File: config.mk
export PLATFORM = sky130hd
export DESIGN_NAME = uart_tx_arbiter
export DESIGN_NICKNAME = d
export VERILOG_FILES = /design/src/rtl/uart_tx_arbiter_pkg.sv /design/src/rtl/uart_rr_picker.sv /design/src/rtl/uart_tx_arbiter.sv
export SDC_FILE = /design/constraint.sdc
export NUM_CORES = 1
export LEC_CHECK = 0
export ABC_AREA = 1
export ABC_CLOCK_PERIOD_IN_PS = 1700
export BUFFER_PORTS_ARGS = -buffer_cell sky130_fd_sc_hd__buf_2
export CAP_MARGIN = 20
export CORE_MARGIN = 3
export CORE_UTILIZATION = 45
export CTS_CLUSTER_SIZE = 25
export DETAILED_ROUTE_END_ITERATION = 7
export PLACE_DENSITY = 0.82
export SLEW_MARGIN = 25
export SYNTH_ARGS = -nofsm -noshare
export SYNTH_HDL_FRONTEND = slang
export SYNTH_HIERARCHICAL = 1
export SYNTH_SLANG_ARGS = --single-unit
export TNS_END_PERCENT = 1
File: constraint.sdc
create_clock -name clk -period 1.7 [get_ports clk]
set_input_delay 0.17 -clock clk [delete_from_list [all_inputs] [get_ports clk]]
set_output_delay 0.17 -clock clk [all_outputs]
set_load 0.03 [all_outputs]
File: src/rtl/uart_tx_arbiter_pkg.sv
// Shared definitions for the UART transmit arbiter: FSM state encoding,
// parameter defaults and parity-type constants.
package uart_tx_arbiter_pkg;

    localparam int NREQ_DEF         = 4;
    localparam int BUSY_TIMEOUT_DEF = 3;

    localparam logic PAR_EVEN = 1'b0;
    localparam logic PAR_ODD  = 1'b1;

    typedef enum logic [1:0] {
        S_IDLE      = 2'd0,
        S_LAUNCH    = 2'd1,
        S_WAIT_BUSY = 2'd2,
        S_WAIT_DONE = 2'd3
    } arb_state_e;

endpackage

File: src/rtl/uart_rr_picker.sv
// Combinational round-robin picker: first set request after last_owner,
// wrapping around, so the previous owner has lowest priority.
module uart_rr_picker
    import uart_tx_arbiter_pkg::*;
#(
    parameter int NREQ  = NREQ_DEF,
    parameter int IDX_W = $clog2(NREQ)
) (
    input  logic [NREQ-1:0]  req,
    input  logic [IDX_W-1:0] last_owner,
    output logic [IDX_W-1:0] winner,
    output logic             any_valid
);

    logic [IDX_W-1:0] idx;
    logic             found;

    always_comb begin
        // NOTE: every variable gets a default before the loop; a path that
        // leaves one unassigned would infer a latch.
        winner    = last_owner;
        any_valid = |req;
        found     = 1'b0;
        idx       = last_owner;
        for (int k = 1; k <= NREQ; k++) begin
            // NREQ is a power of two, so the index wraps by truncation.
            idx = last_owner + IDX_W'(k);
            if (!found && req[idx]) begin
                winner = idx;
                found  = 1'b1;
            end
        end
    end

endmodule

File: src/rtl/uart_tx_arbiter.sv
// Shares one UART TX serializer among NREQ requesters: round-robin grant,
// registered launch of byte/parity config, busy-handshake with timeout.
module uart_tx_arbiter
    import uart_tx_arbiter_pkg::*;
#(
    parameter int NREQ         = NREQ_DEF,
    parameter int BUSY_TIMEOUT = BUSY_TIMEOUT_DEF
) (
    input  logic              clk,
    input  logic              rst,
    input  logic              en,
    input  logic [NREQ-1:0]   req,
    input  logic [8*NREQ-1:0] req_data,
    input  logic [NREQ-1:0]   req_par_en,
    input  logic [NREQ-1:0]   req_par_typ,
    input  logic              tx_busy,
    output logic [7:0]        p_data,
    output logic              par_en,
    output logic              par_typ,
    output logic              data_valid,
    output logic [NREQ-1:0]   gnt,
    output logic [NREQ-1:0]   done,
    output logic              err
);

    localparam int IDX_W = $clog2(NREQ);
    localparam int CNT_W = $clog2(BUSY_TIMEOUT + 1);

    arb_state_e       state_q, state_d;
    logic [IDX_W-1:0] owner_q, owner_d;
    logic [IDX_W-1:0] last_owner_q, last_owner_d;
    logic [CNT_W-1:0] cnt_q, cnt_d, cnt_inc;
    logic [7:0]       p_data_q, p_data_d;
    logic             par_en_q, par_en_d;
    logic             par_typ_q, par_typ_d;
    logic             data_valid_q, data_valid_d;
    logic [NREQ-1:0]  gnt_q, gnt_d;
    logic [NREQ-1:0]  done_q, done_d;
    logic             err_q, err_d;

    logic [IDX_W-1:0] winner;
    logic             any_valid;

    uart_rr_picker #(
        .NREQ  (NREQ),
        .IDX_W (IDX_W)
    ) u_picker (
        .req        (req),
        .last_owner (last_owner_q),
        .winner     (winner),
        .any_valid  (any_valid)
    );

    always_comb begin
        state_d      = state_q;
        owner_d      = owner_q;
        last_owner_d = last_owner_q;
        cnt_d        = cnt_q;
        p_data_d     = p_data_q;
        par_en_d     = par_en_q;
        par_typ_d    = par_typ_q;
        data_valid_d = 1'b0;
        gnt_d        = '0;
        done_d       = '0;
        err_d        = 1'b0;
        cnt_inc      = cnt_q + CNT_W'(1);

        unique case (state_q)
            S_IDLE: begin
                if (en && any_valid) begin
                    state_d        = S_LAUNCH;
                    owner_d        = winner;
                    last_owner_d   = winner;
                    p_data_d       = req_data[{winner, 3'b000} +: 8];
                    par_en_d       = req_par_en[winner];
                    par_typ_d      = req_par_typ[winner];
                    gnt_d[winner]  = 1'b1;
                    data_valid_d   = 1'b1;
                end
            end
            S_LAUNCH: begin
                state_d = S_WAIT_BUSY;
                cnt_d   = '0;
            end
            S_WAIT_BUSY: begin
                // A busy seen on the last allowed cycle still counts as a start.
                if (tx_busy) begin
                    state_d = S_WAIT_DONE;
                end else begin
                    cnt_d = cnt_inc;
                    if (cnt_inc == CNT_W'(BUSY_TIMEOUT)) begin
                        done_d[owner_q] = 1'b1;
                        err_d           = 1'b1;
                        state_d         = S_IDLE;
                    end
                end
            end
            S_WAIT_DONE: begin
                if (!tx_busy) begin
                    done_d[owner_q] = 1'b1;
                    state_d         = S_IDLE;
                end
            end
            default: state_d = S_IDLE;
        endcase
    end

    // NOTE: non-blocking assignments here so every flop updates from the
    // values present before the edge, independent of statement order.
    always_ff @(posedge clk or negedge rst) begin
        if (!rst) begin
            state_q      <= S_IDLE;
            owner_q      <= '0;
            last_owner_q <= IDX_W'(NREQ - 1);
            cnt_q        <= '0;
            p_data_q     <= 8'h00;
            par_en_q     <= 1'b0;
            par_typ_q    <= PAR_EVEN;
            data_valid_q <= 1'b0;
            gnt_q        <= '0;
            done_q       <= '0;
            err_q        <= 1'b0;
        end else begin
            state_q      <= state_d;
            owner_q      <= owner_d;
            last_owner_q <= last_owner_d;
            cnt_q        <= cnt_d;
            p_data_q     <= p_data_d;
            par_en_q     <= par_en_d;
            par_typ_q    <= par_typ_d;
            data_valid_q <= data_valid_d;
            gnt_q        <= gnt_d;
            done_q       <= done_d;
            err_q        <= err_d;
        end
    end

    assign p_data     = p_data_q;
    assign par_en     = par_en_q;
    assign par_typ    = par_typ_q;
    assign data_valid = data_valid_q;
    assign gnt        = gnt_q;
    assign done       = done_q;
    assign err        = err_q;

endmodule

==> impl_metrics.toml, run 1 <==
[status]
status = "finished, violations left"
violations = "negative setup slack"

[power_and_ir_drop]
power_mw = 5.727
power_density_mw_per_mm2 = 2299
ir_worst_vdd_v = 0.001111
p_leak_nw = 1.552

[logic_synthesis]
syn-mean-instance-area_um2 = 6.466
synth_cell_type_count = 24
synth_nets = 341
syn_inst = 292
ys_ff_latch = 28
yosysSeqAreaShare_pct = 37.24
syn_area_mm2 = 0.001888
ys_warn_count = 6

[global_routing]
grt_max_degree = 29
antenna_found_initial = 0
grt_remaining_overflow = 0
grt_pass1_vias = 1877
grt_use_total_pct = 18.69
grt_pass1_wl_mm = 7.872

[clock_network]
cts_buffers = 3
htree_num_levels = 1
cts_tree = "yes"
cts_buffer_depth = 2
clock_sinks = 28
cts_root_buf = "clkbuf_8"
clkSlewWorstSetupHoldPaths_ns = 0.10
clk_latency_ns = 0.28

[sta]
post-route-min-period_ns = 1.962
finalClockSkew_ns = 0.005785
timing.fmax_ghz = 0.5096
finalCritPeriodShare_pct = 115.4
worst_slack_ns = -0.2624
setup_viol = 18
final_hold_viol_count = 0
rsz0062_at_grt = "true"
slew_viol_final = 0
tightest_slew_ns = 0.6103
slew_headroom_pct = 59.31

[place]
port_buffers = 67
dpl.cell_count = 408
place_area_mm2 = 0.002318
place_ws_ns = -0.3251
dp_hpwl_mm = 3.328
place.gp.congestion = 0.8326

[floorplanning]
dieArea_mm2 = 0.005009
core.rowCount = 22
chipWidth_um = 70.78
die_h_um = 70.78
coreArea_mm2 = 0.003854
start_util_pct = 48.99
ios = 68

[cells_and_area]
fin_cells = 417
final_nets = 419
layout_common_cells = "nand2_1 (111), buf_2 (68), inv_1 (50)"
antenna_cells = 0
nFillCells = 333
area_growth_pct = 31.94
finalInstanceArea_mm2 = 0.002491
mostFrequentLayoutCell = "nand2_1"
drive_gt1_share_pct = 31.17

[setup_path]
cp-end-kind = "flip-flop"
cp-start-kind = "flip-flop"
r2r_start = "last_owner_q[0]$_DFFE_PN1P_"
critPathMaxFanout = 16
r2r_setup_slack_ns = -0.26
r2r_cells = 15
critPathKind = "flip-flop to flip-flop"
critPathArrivalTime_ns = 2.13
r2r-end = "par_en$_DFFE_PN0P_"
cp_data_required_time_ns = 1.87

[routing]
ant_nets = 0
route.detailed.drc = 0
dr_total_vias = 1956
dr.pass1.iters = 4
viasPerCell = 4.691
drt_iter0_markers = 124
routed_wirelength_mm = 4.530
wl_per_cell_um = 10.86

[hold_path]
holdCritStartpoint = "tx_busy"
worst_hold_path_type = "primary input to flip-flop"
min_to = "state_q[0]$_DFFE_PN0P_"
whs_path_depth = 3

[run]
drv_cap = 0
==> report_power, final <==
part	switching (mW)	internal [mW]	leakage [nW]
clock network	0.209	0.315	0.0357
logic	2.50	1.58	1.16
registers	0.190	0.932	0.358
==> critical path: stages, from the launching register on <==
cell and delay (ns):
dfstp_2 0.58, buf_12 0.12, inv_8 0.04, nand2_2 0.05, nand2_2 0.07, nand2_2 0.09, nand2_4 0.07, a21oi_2 0.15
nand3_2 0.11, nand2_4 0.13, buf_12 0.15, nand2_1 0.06, nand3_1 0.08, nand2_1 0.05, nand2_1 0.05, nand2_1 0.05
==> synthesized netlist by cell type <==
library cell	count	area share [%]
inv_1	52	10
o21ai_0	6	1.6
inv_4	1	0.33
xor2_1	1	0.46
o21ai_1	3	0.79
ha_1	1	0.66
nand2_2	5	1.7
nor2_1	15	3.0
nand3_2	1	0.53
or4_1	1	0.40
nand3_1	37	9.8
dfstp_2	2	2.8
nand2_4	4	2.4
buf_4	1	0.40
buf_6	2	1.2
inv_2	2	0.40
dfrtp_1	26	34
nand3_4	1	0.93
a21oi_1	5	1.3
nand2_1	116	23
buf_2	7	1.9
inv_8	1	0.60
nor2_4	1	0.60
a21oi_2	1	0.46
==> layer usage <==
| metal | vias to the layer above | share of wire (%) | track usage [%] |
|---|---|---|---|
| met3 | 2 | 7.1 | 4.830 |
| met1 | 864 | 46 | 24.71 |
| met2 | 63 | 46 | 31.20 |
| met4 | 0 | 0.49 | 3.549 |
| met5 | - | 0 | 0 |
| li1 | 1027 | - | - |
==> logic make-up (layout without fill, tap and decap cells) <==
kind of cell             after synthesis  in the layout  share of synthesized area [%]
XOR/XNOR                               1              1                         0.4640
flip-flops                            28             28                          37.24
adder cells (fa/ha/maj)                1              1                         0.6626
AND/OR/NAND/NOR                      181            181                          42.35
buffers and inverters                 66            143                          15.11
AO/OA/AOI/OAI                         15             15                          4.175
==> registers in the layout, indices dropped and copies added, names as in the netlist <==
register,count
cnt_q,2
par_en,1
err,1
state_q,2
par_typ,1
last_owner_q,2
p_data,8
gnt,4
owner_q,2
data_valid,1
done,4
==> final cells by class <==
type                       count  area, um^2  share of cell area (%)
multi-input combinational    198       939.7                   37.72
clock buffer                   3       41.29                   1.657
sequential                    28       703.2                   28.23
clock inverter                 1       30.03                   1.205
tap                           48       60.06                   2.411
inverter                      56       225.2                   9.041
timing repair buffer          83       491.7                   19.74
==> worst max-delay path by stage <==
stage                                      startpoint                    end  slack, ns  cells past startpoint
after floorplan           last_owner_q[0]$_DFFE_PN1P_  p_data[2]$_DFFE_PN0P_      -0.06                     16
after global placement    last_owner_q[0]$_DFFE_PN1P_  p_data[0]$_DFFE_PN0P_      -0.23                     14
after detailed placement  last_owner_q[0]$_DFFE_PN1P_  p_data[1]$_DFFE_PN0P_      -0.33                     15
after CTS                 last_owner_q[0]$_DFFE_PN1P_  p_data[3]$_DFFE_PN0P_      -0.21                     15
after global routing      last_owner_q[0]$_DFFE_PN1P_  p_data[7]$_DFFE_PN0P_      -0.40                     15
final                     last_owner_q[0]$_DFFE_PN1P_     par_en$_DFFE_PN0P_      -0.26                     15
==> stage by stage <==
stage / hold WS, ns / setup TNS [ns] / utilization, %
2_1_floorplan: -0.1256 / -0.5907 / -
3_3_place_gp: 0.2189 / -2.543 / 60.16
3_5_place_dp: 0.2170 / -4.123 / 60.16
4_1_cts: 0.2053 / -2.713 / 64.25
5_1_grt: 0.2292 / -5.508 / 64.64
6_report: 0.2171 / -3.380 / 64.64
==> timing repair <==
action                                  in CTS  in global routing
hold buffers                                 1                  0
endpoints found under the hold margin       26                  0
buffers inserted                             4                  0
gates resized for setup                     12                  4
pin swaps                                    4                  1
endpoints found under the setup margin      18                 18
(Power assumes the default switching activity.)
==> inputs of run 2 (changes only) <==
--- a/config.mk
+++ b/config.mk
@@ -5,15 +5,14 @@
 export SDC_FILE = /design/constraint.sdc
 export NUM_CORES = 1
 export LEC_CHECK = 0
-export ABC_AREA = 1
 export ABC_CLOCK_PERIOD_IN_PS = 1700
 export BUFFER_PORTS_ARGS = -buffer_cell sky130_fd_sc_hd__buf_2
 export CAP_MARGIN = 20
 export CORE_MARGIN = 3
-export CORE_UTILIZATION = 45
+export CORE_UTILIZATION = 41
 export CTS_CLUSTER_SIZE = 25
 export DETAILED_ROUTE_END_ITERATION = 7
-export PLACE_DENSITY = 0.82
+export PLACE_DENSITY = 0.81
 export SLEW_MARGIN = 25
 export SYNTH_ARGS = -nofsm -noshare
 export SYNTH_HDL_FRONTEND = slang
==> run 2 against run 1 <==
Against the previous run: the flow still finishes with violations (negative setup slack); cell area fell by 26%; sequential share of layout area grew 10 points; first-iteration DRC count shrank 31%; power is 52% lower; non-clock buffer count is 7 lower; synthesized area decreased by 27%; highest routed layer unchanged.
==> impl_metrics.toml, run 2 <==
[global_routing]
antenna_found_initial = 0
grt_pass1_vias = 1151
grt_max_degree = 29
grt_remaining_overflow = 0
grt_use_total_pct = 15.57
grt_pass1_wl_mm = 4.995

[setup_path]
cpLargestDelayFamily = "flip-flops"
r2r_start = "last_owner_q[1]$_DFFE_PN1P_"
cp-startpoint = "last_owner_q[1]$_DFFE_PN1P_"
cp_cell_sequence = "buf_4, nand2_1, a32oi_1, nand2_1, buf_4, mux4_1, nand2_1, nand2_1"
critPathArrivalTime_ns = 2.10
cp_data_required_time_ns = 1.93
path_buf_inv = 2
cp-end-kind = "flip-flop"
r2r_setup_slack_ns = -0.17
critPathMaxFanout = 5
critPathKind = "flip-flop to flip-flop"
cp-start-kind = "flip-flop"
slowest_delay_ns = 0.59
cp_slowest_cell = "dfstp_2"
crit_path_frequent_cell = "nand2_1"

[sta]
final_hold_viol_count = 0
slew_viol_final = 0
setup_viol = 10
timing.fmax_ghz = 0.5343
rsz0062_at_grt = "true"
whs_ns = 0.08289
setup_tns_ns = -1.428
finalCritPeriodShare_pct = 110.1
post-route-min-period_ns = 1.872
slew_headroom_pct = 60.83
worst_slack_ns = -0.1717
finalClockSkew_ns = 0.008211
tightest_slew_ns = 0.5876

[floorplanning]
chipWidth_um = 64.15
start_util_pct = 44.32
coreArea_mm2 = 0.003128
dieArea_mm2 = 0.004115
ios = 68
die_h_um = 64.15
core.rowCount = 20

[logic_synthesis]
synth_flop_cell = "dfrtp_1"
ys_ff_latch = 28
syn_inst = 127
ys_warn_count = 6
yosysSeqAreaShare_pct = 50.72
synth_nets = 176
async_flop_share_pct = 100.0
synth_common_cells = "nand2_1 (48), dfrtp_1 (26), nor2_1 (8)"
synth_top_area_cell = "dfrtp_1"
yosys.area.top_type_share_pct = 46.93
syn_area_mm2 = 0.001386
synth_area_leaders = "dfrtp_1 (47%), nand2_1 (13%), mux4_2 (9.7%)"
synth_cell_type_count = 27
synth-edff-count = 0
synth.most_common_cell = "nand2_1"
syn-mean-instance-area_um2 = 10.92

[place]
dp_hpwl_mm = 2.340
dpl.cell_count = 239
place.gp.congestion = 0.8113
port_buffers = 67

[routing]
ant_nets = 0
wl_per_cell_um = 12.37
route.detailed.drc = 0
dr_total_vias = 1212
dr.pass1.iters = 4
drt_iter0_markers = 85
routed_wirelength_mm = 3.030
viasPerCell = 4.947

[clock_network]
clkSlewWorstSetupHoldPaths_ns = 0.14
cts_buffers = 3
cts_root_buf = "clkbuf_4"
cts_buffer_depth = 2
clk_latency_ns = 0.32
cts_tree = "yes"
clock_sinks = 28
htree_num_levels = 1

[power_and_ir_drop]
power_density_mw_per_mm2 = 1484
pwr-share-seq_pct = 38.7
switching_share_pct = 40.21
ir_worst_vdd_v = 0.0004815
p_comb_share_pct = 49.9
p_sw_mw = 1.098
intPower_mw = 1.633
p_leak_nw = 1.018
clkPwrFrac_pct = 11.4

[run]
drv_cap = 0

[status]
status = "finished, violations left"
violations = "negative setup slack"

[cells_and_area]
layout_common_cells = "buf_2 (67), nand2_1 (46), dfrtp_1 (26)"
antenna_cells = 0
drive_gt1_share_pct = 46.27
final_nets = 251
area_growth_pct = 32.76
largest_reg_flops = 8
mostFrequentLayoutCell = "buf_2"
nFillCells = 271
fin_cells = 245

[hold_path]
holdCritStartpoint = "tx_busy"
worst_hold_path_type = "primary input to flip-flop"
## run 2: cell count changes after synthesis, moves of 5 or more
| cell | change |
|---|---|
| nand2_2 | -5 |
| nand2_1 | -68 |
| inv_1 | -49 |
| nand3_1 | -37 |
| nor2_1 | -7 |
| mux4_2 | +6 |
## run 2: path summary, 6_finish.rpt
kind	endpoint	cells after the start
min reg2reg	p_data[3]$_DFFE_PN0P_	2
min	state_q[0]$_DFFE_PN0P_	3
max in group asynchronous	owner_q[1]$_DFFE_PN0P_	2
max reg2reg	par_en$_DFFE_PN0P_	8
max	par_en$_DFFE_PN0P_	8
min in group asynchronous	gnt[1]$_DFF_PN0_	2
## run 2: per-stage QoR
| step | worst slack [ns] | utilization, % | power (mW) | area [um^2] |
|---|---|---|---|---|
| 3_3_place_gp | -0.1092 | 56.84 | 2.369 | 1778 |
| 2_1_floorplan | -0.1047 | - | 2.050 | 1386 |
| 4_1_cts | -0.1551 | 58.44 | 2.733 | 1828 |
| 3_5_place_dp | -0.1550 | 56.84 | 2.406 | 1778 |
| 6_report | -0.1717 | 58.84 | 2.732 | 1841 |
| 5_1_grt | -0.2644 | 58.84 | 2.945 | 1841 |
## run 2: area by class of cell
type	instances	area [um^2]	area share (%)
clock buffers	4	36.28	1.971
inverters	4	15.01	0.8158
multi-input cells	89	621.8	33.79
flip-flops and latches	28	703.2	38.21
well taps	44	55.05	2.991
repair buffers	76	409.1	22.23
## run 2: power by group through the flow
stage	Combinational, mW	Clock (mW)	Sequential [mW]
2_1_floorplan	0.721	0	1.33
3_3_place_gp	1.31	0	1.06
3_5_place_dp	1.33	0	1.07
4_1_cts	1.35	0.325	1.06
5_1_grt	1.50	0.351	1.09
6_report	1.36	0.311	1.06
## run 2: layer usage
metal | wire [um] | vias to the layer above | GRT usage, %
li1 | - | 584 | -
met1 | 1234 | 560 | 20.57
met2 | 1519 | 56 | 24.77
met3 | 172 | 12 | 1.582
met4 | 103 | 0 | 9.235
met5 | 0 | - | 0
## run 2: worst reg2reg max path: stages (launching register included)
cell and delay, ns:
dfstp_2 0.59, buf_4 0.12, nand2_1 0.05, a32oi_1 0.19, nand2_1 0.11, buf_4 0.17
mux4_1 0.44, nand2_1 0.08, nand2_1 0.04
## run 2: repair_timing
item                                    4_1_cts  5_1_grt
hold endpoints to repair                     26        0
pin swaps                                     0        2
gates resized for setup                       1        2
hold buffers                                  1        0
endpoints found under the setup margin       10       10
setup buffers                                 0        1
## run 2: cells by family (layout without fill, tap and decap cells)
family | count (synthesis) | in the layout | synth area share, %
adder cells (fa/ha/maj) | 1 | 1 | 0.9024
multiplexers | 12 | 12 | 18.86
AO/OA/AOI/OAI | 8 | 8 | 3.701
buffers and inverters | 10 | 84 | 4.783
flip-flops | 28 | 28 | 50.72
AND/OR/NAND/NOR | 68 | 68 | 21.03
==> inputs of run 3 (changes only) <==
--- a/config.mk
+++ b/config.mk
@@ -9,10 +9,11 @@
 export BUFFER_PORTS_ARGS = -buffer_cell sky130_fd_sc_hd__buf_2
 export CAP_MARGIN = 20
 export CORE_MARGIN = 3
-export CORE_UTILIZATION = 41
+export CORE_UTILIZATION = 42
+export CTS_BUF_LIST = sky130_fd_sc_hd__clkbuf_4 sky130_fd_sc_hd__clkbuf_8
 export CTS_CLUSTER_SIZE = 25
 export DETAILED_ROUTE_END_ITERATION = 7
-export PLACE_DENSITY = 0.81
+export PLACE_DENSITY = 0.83
 export SLEW_MARGIN = 25
 export SYNTH_ARGS = -nofsm -noshare
 export SYNTH_HDL_FRONTEND = slang
==> run 3 against run 2 <==
Against the previous run: the run still ends with negative setup slack left; worst hold slack got worse by 0.015 ns; clock skew decreased by 0.0065 ns; routed wire length decreased by 3.2%; die area decreased by 2.2%; sequential share of layout area increased by 0.052 points; flip-flop and latch count unchanged; final cell count decreased by 0.41%; sequential power about the same; largest cell class unchanged.
==> impl_metrics.toml, run 3 (synthesis results as in run 2) <==
[status]
status = "finished, violations left"
violations = "negative setup slack"

[clock_network]
post_cts_buffers = 0
cts_buffer_depth = 2
cts_tree = "yes"
clock_sinks = 28
cts_root_buf = "clkbuf_4"
cts_buffers = 3
htree_num_levels = 1
clk_latency_ns = 0.32
clkSlewWorstSetupHoldPaths_ns = 0.14

[floorplanning]
dieArea_mm2 = 0.004026
start_util_pct = 44.68
coreArea_mm2 = 0.003103
core.rowCount = 20
die_h_um = 63.45
chipWidth_um = 63.45
ios = 68

[sta]
worst_slack_ns = -0.1527
tightest_slew_ns = 0.5944
post-route-min-period_ns = 1.853
rsz0062_at_grt = "true"
finalClockSkew_ns = 0.001705
final_hold_viol_count = 0
timing.fmax_ghz = 0.5398
setup_viol = 10
slew_viol_final = 0
finalCritPeriodShare_pct = 109.0
slew_headroom_pct = 60.37

[global_routing]
grt_max_degree = 29
grt_pass1_wl_mm = 4.843
top_usage_layer = "met2"
globalRouteMet2Util_pct = 25.29
grt_pass1_vias = 1095
grt_use_met3_pct = 3.565
grt_use_total_pct = 15.54
grt_remaining_overflow = 0
use_met1_pct = 19.53
antenna_found_initial = 0

[place]
port_buffers = 67
place_area_mm2 = 0.001778
dpl.cell_count = 239
dp_hpwl_mm = 2.351
place.gp.congestion = 0.7426

[setup_path]
r2r_cells = 7
cp_cell_sequence = "mux2i_1, a32oi_1, nand2_1, buf_6, mux4_2, nand2_1, nand2_1"
critPathMaxFanout = 7
cp-end-kind = "flip-flop"
critPathArrivalTime_ns = 2.08
crit_path_frequent_cell = "nand2_1"
critPathKind = "flip-flop to flip-flop"
slowest_delay_ns = 0.60
cp_slowest_cell = "dfstp_2"
cp_data_required_time_ns = 1.93
cp-start-kind = "flip-flop"

[routing]
dr.pass1.iters = 4
drt_iter0_markers = 66
dr_total_vias = 1168
viasPerCell = 4.787
routed_wirelength_mm = 2.934
wl_per_cell_um = 12.02
route.detailed.drc = 0
ant_nets = 0

[cells_and_area]
layout_common_cells = "buf_2 (67), nand2_1 (48), dfrtp_1 (26)"
area_growth_pct = 32.58
nFillCells = 299
multiInputGateArea_um2 = 606.8
largest_reg_flops = 8
finalInstanceArea_mm2 = 0.001838
ff_latch_area_um2 = 703.2
drive_gt1_share_pct = 47.50
final_nets = 250
antenna_cells = 0
mostFrequentLayoutCell = "buf_2"
fin_cells = 244

[hold_path]
whs_path_depth = 3
worst_hold_path_type = "primary input to flip-flop"

[power_and_ir_drop]
p_leak_nw = 1.004
power_density_mw_per_mm2 = 1544
power_mw = 2.838
ir_worst_vdd_v = 0.0006683

[run]
drv_cap = 0
==> run 3: changes by cell type in the layout (fill, tap and decap cells not counted) <==
cell / delta
clkbuf_8: -1
nand2_2: -2
mux4_1: -4
buf_6: +1
buf_4: -2
nor3_1: -1
nor3_2: +1
mux4_2: +4
nand2_1: +2
bufinv_16: +1
==> run 3: worst paths after layout <==
check                      slack [ns]                      to                   startpoint
min in group asynchronous        0.37       done[3]$_DFF_PN0_                          rst
max in group asynchronous        0.95        gnt[3]$_DFF_PN0_                          rst
setup / recovery                -0.15   p_data[7]$_DFFE_PN0P_  last_owner_q[1]$_DFFE_PN1P_
hold reg to reg                  0.49   p_data[6]$_DFFE_PN0P_        p_data[6]$_DFFE_PN0P_
hold / removal                   0.07  state_q[0]$_DFFE_PN0P_                      tx_busy
setup reg to reg                -0.15   p_data[7]$_DFFE_PN0P_  last_owner_q[1]$_DFFE_PN1P_
==> run 3: stage by stage <==
| step | hold slack (ns) | TNS [ns] | setup slack, ns | utilization, % |
|---|---|---|---|---|
| 2_1_floorplan | -0.1256 | -0.7993 | -0.1047 | - |
| 3_5_place_dp | 0.2041 | -1.306 | -0.1459 | 57.30 |
| 4_1_cts | 0.05128 | -1.474 | -0.1684 | 59.07 |
| 5_1_grt | 0.06067 | -2.353 | -0.2622 | 59.23 |
| 3_3_place_gp | 0.2067 | -0.7244 | -0.07975 | 57.30 |
| 6_report | 0.06801 | -1.393 | -0.1527 | 59.23 |
==> run 3: layer usage <==
layer	part of all wire [%]	up-vias
li1	-	576
met2	49	49
met5	0	-
met3	7.6	4
met1	42	539
met4	1.4	0
==> run 3: critical path, delay by kind of cell (launching register included) <==
family	cells	cell delay, ns
buffers and inverters	1	0.16
DFF	1	0.60
AOI/OAI and AO/OA	1	0.07
muxes	2	0.68
and+or+nand+nor	3	0.25
==> run 3: timing repair <==
action / in CTS / in global routing
hold buffers: 1 / 0
cloned: 0 / 0
resized for setup: 6 / 1
setup endpoints to repair: 10 / 11
hold endpoints to repair: 26 / 0
pin swaps: 1 / 1
==> run 3: layout make-up <==
cell class | count | area share (%)
clock buffer | 3 | 1.225
clock inverter | 1 | 1.634
inverter | 4 | 0.8169
multi-input combinational | 89 | 33.02
sequential | 28 | 38.26
tap | 44 | 2.995
timing repair buffer | 75 | 22.06
==> run 3: report_power, final <==
part | internal, mW | switching, mW
registers | 0.901 | 0.148
logic | 0.604 | 0.762
clock network | 0.238 | 0.185
total | 1.74 | 1.09
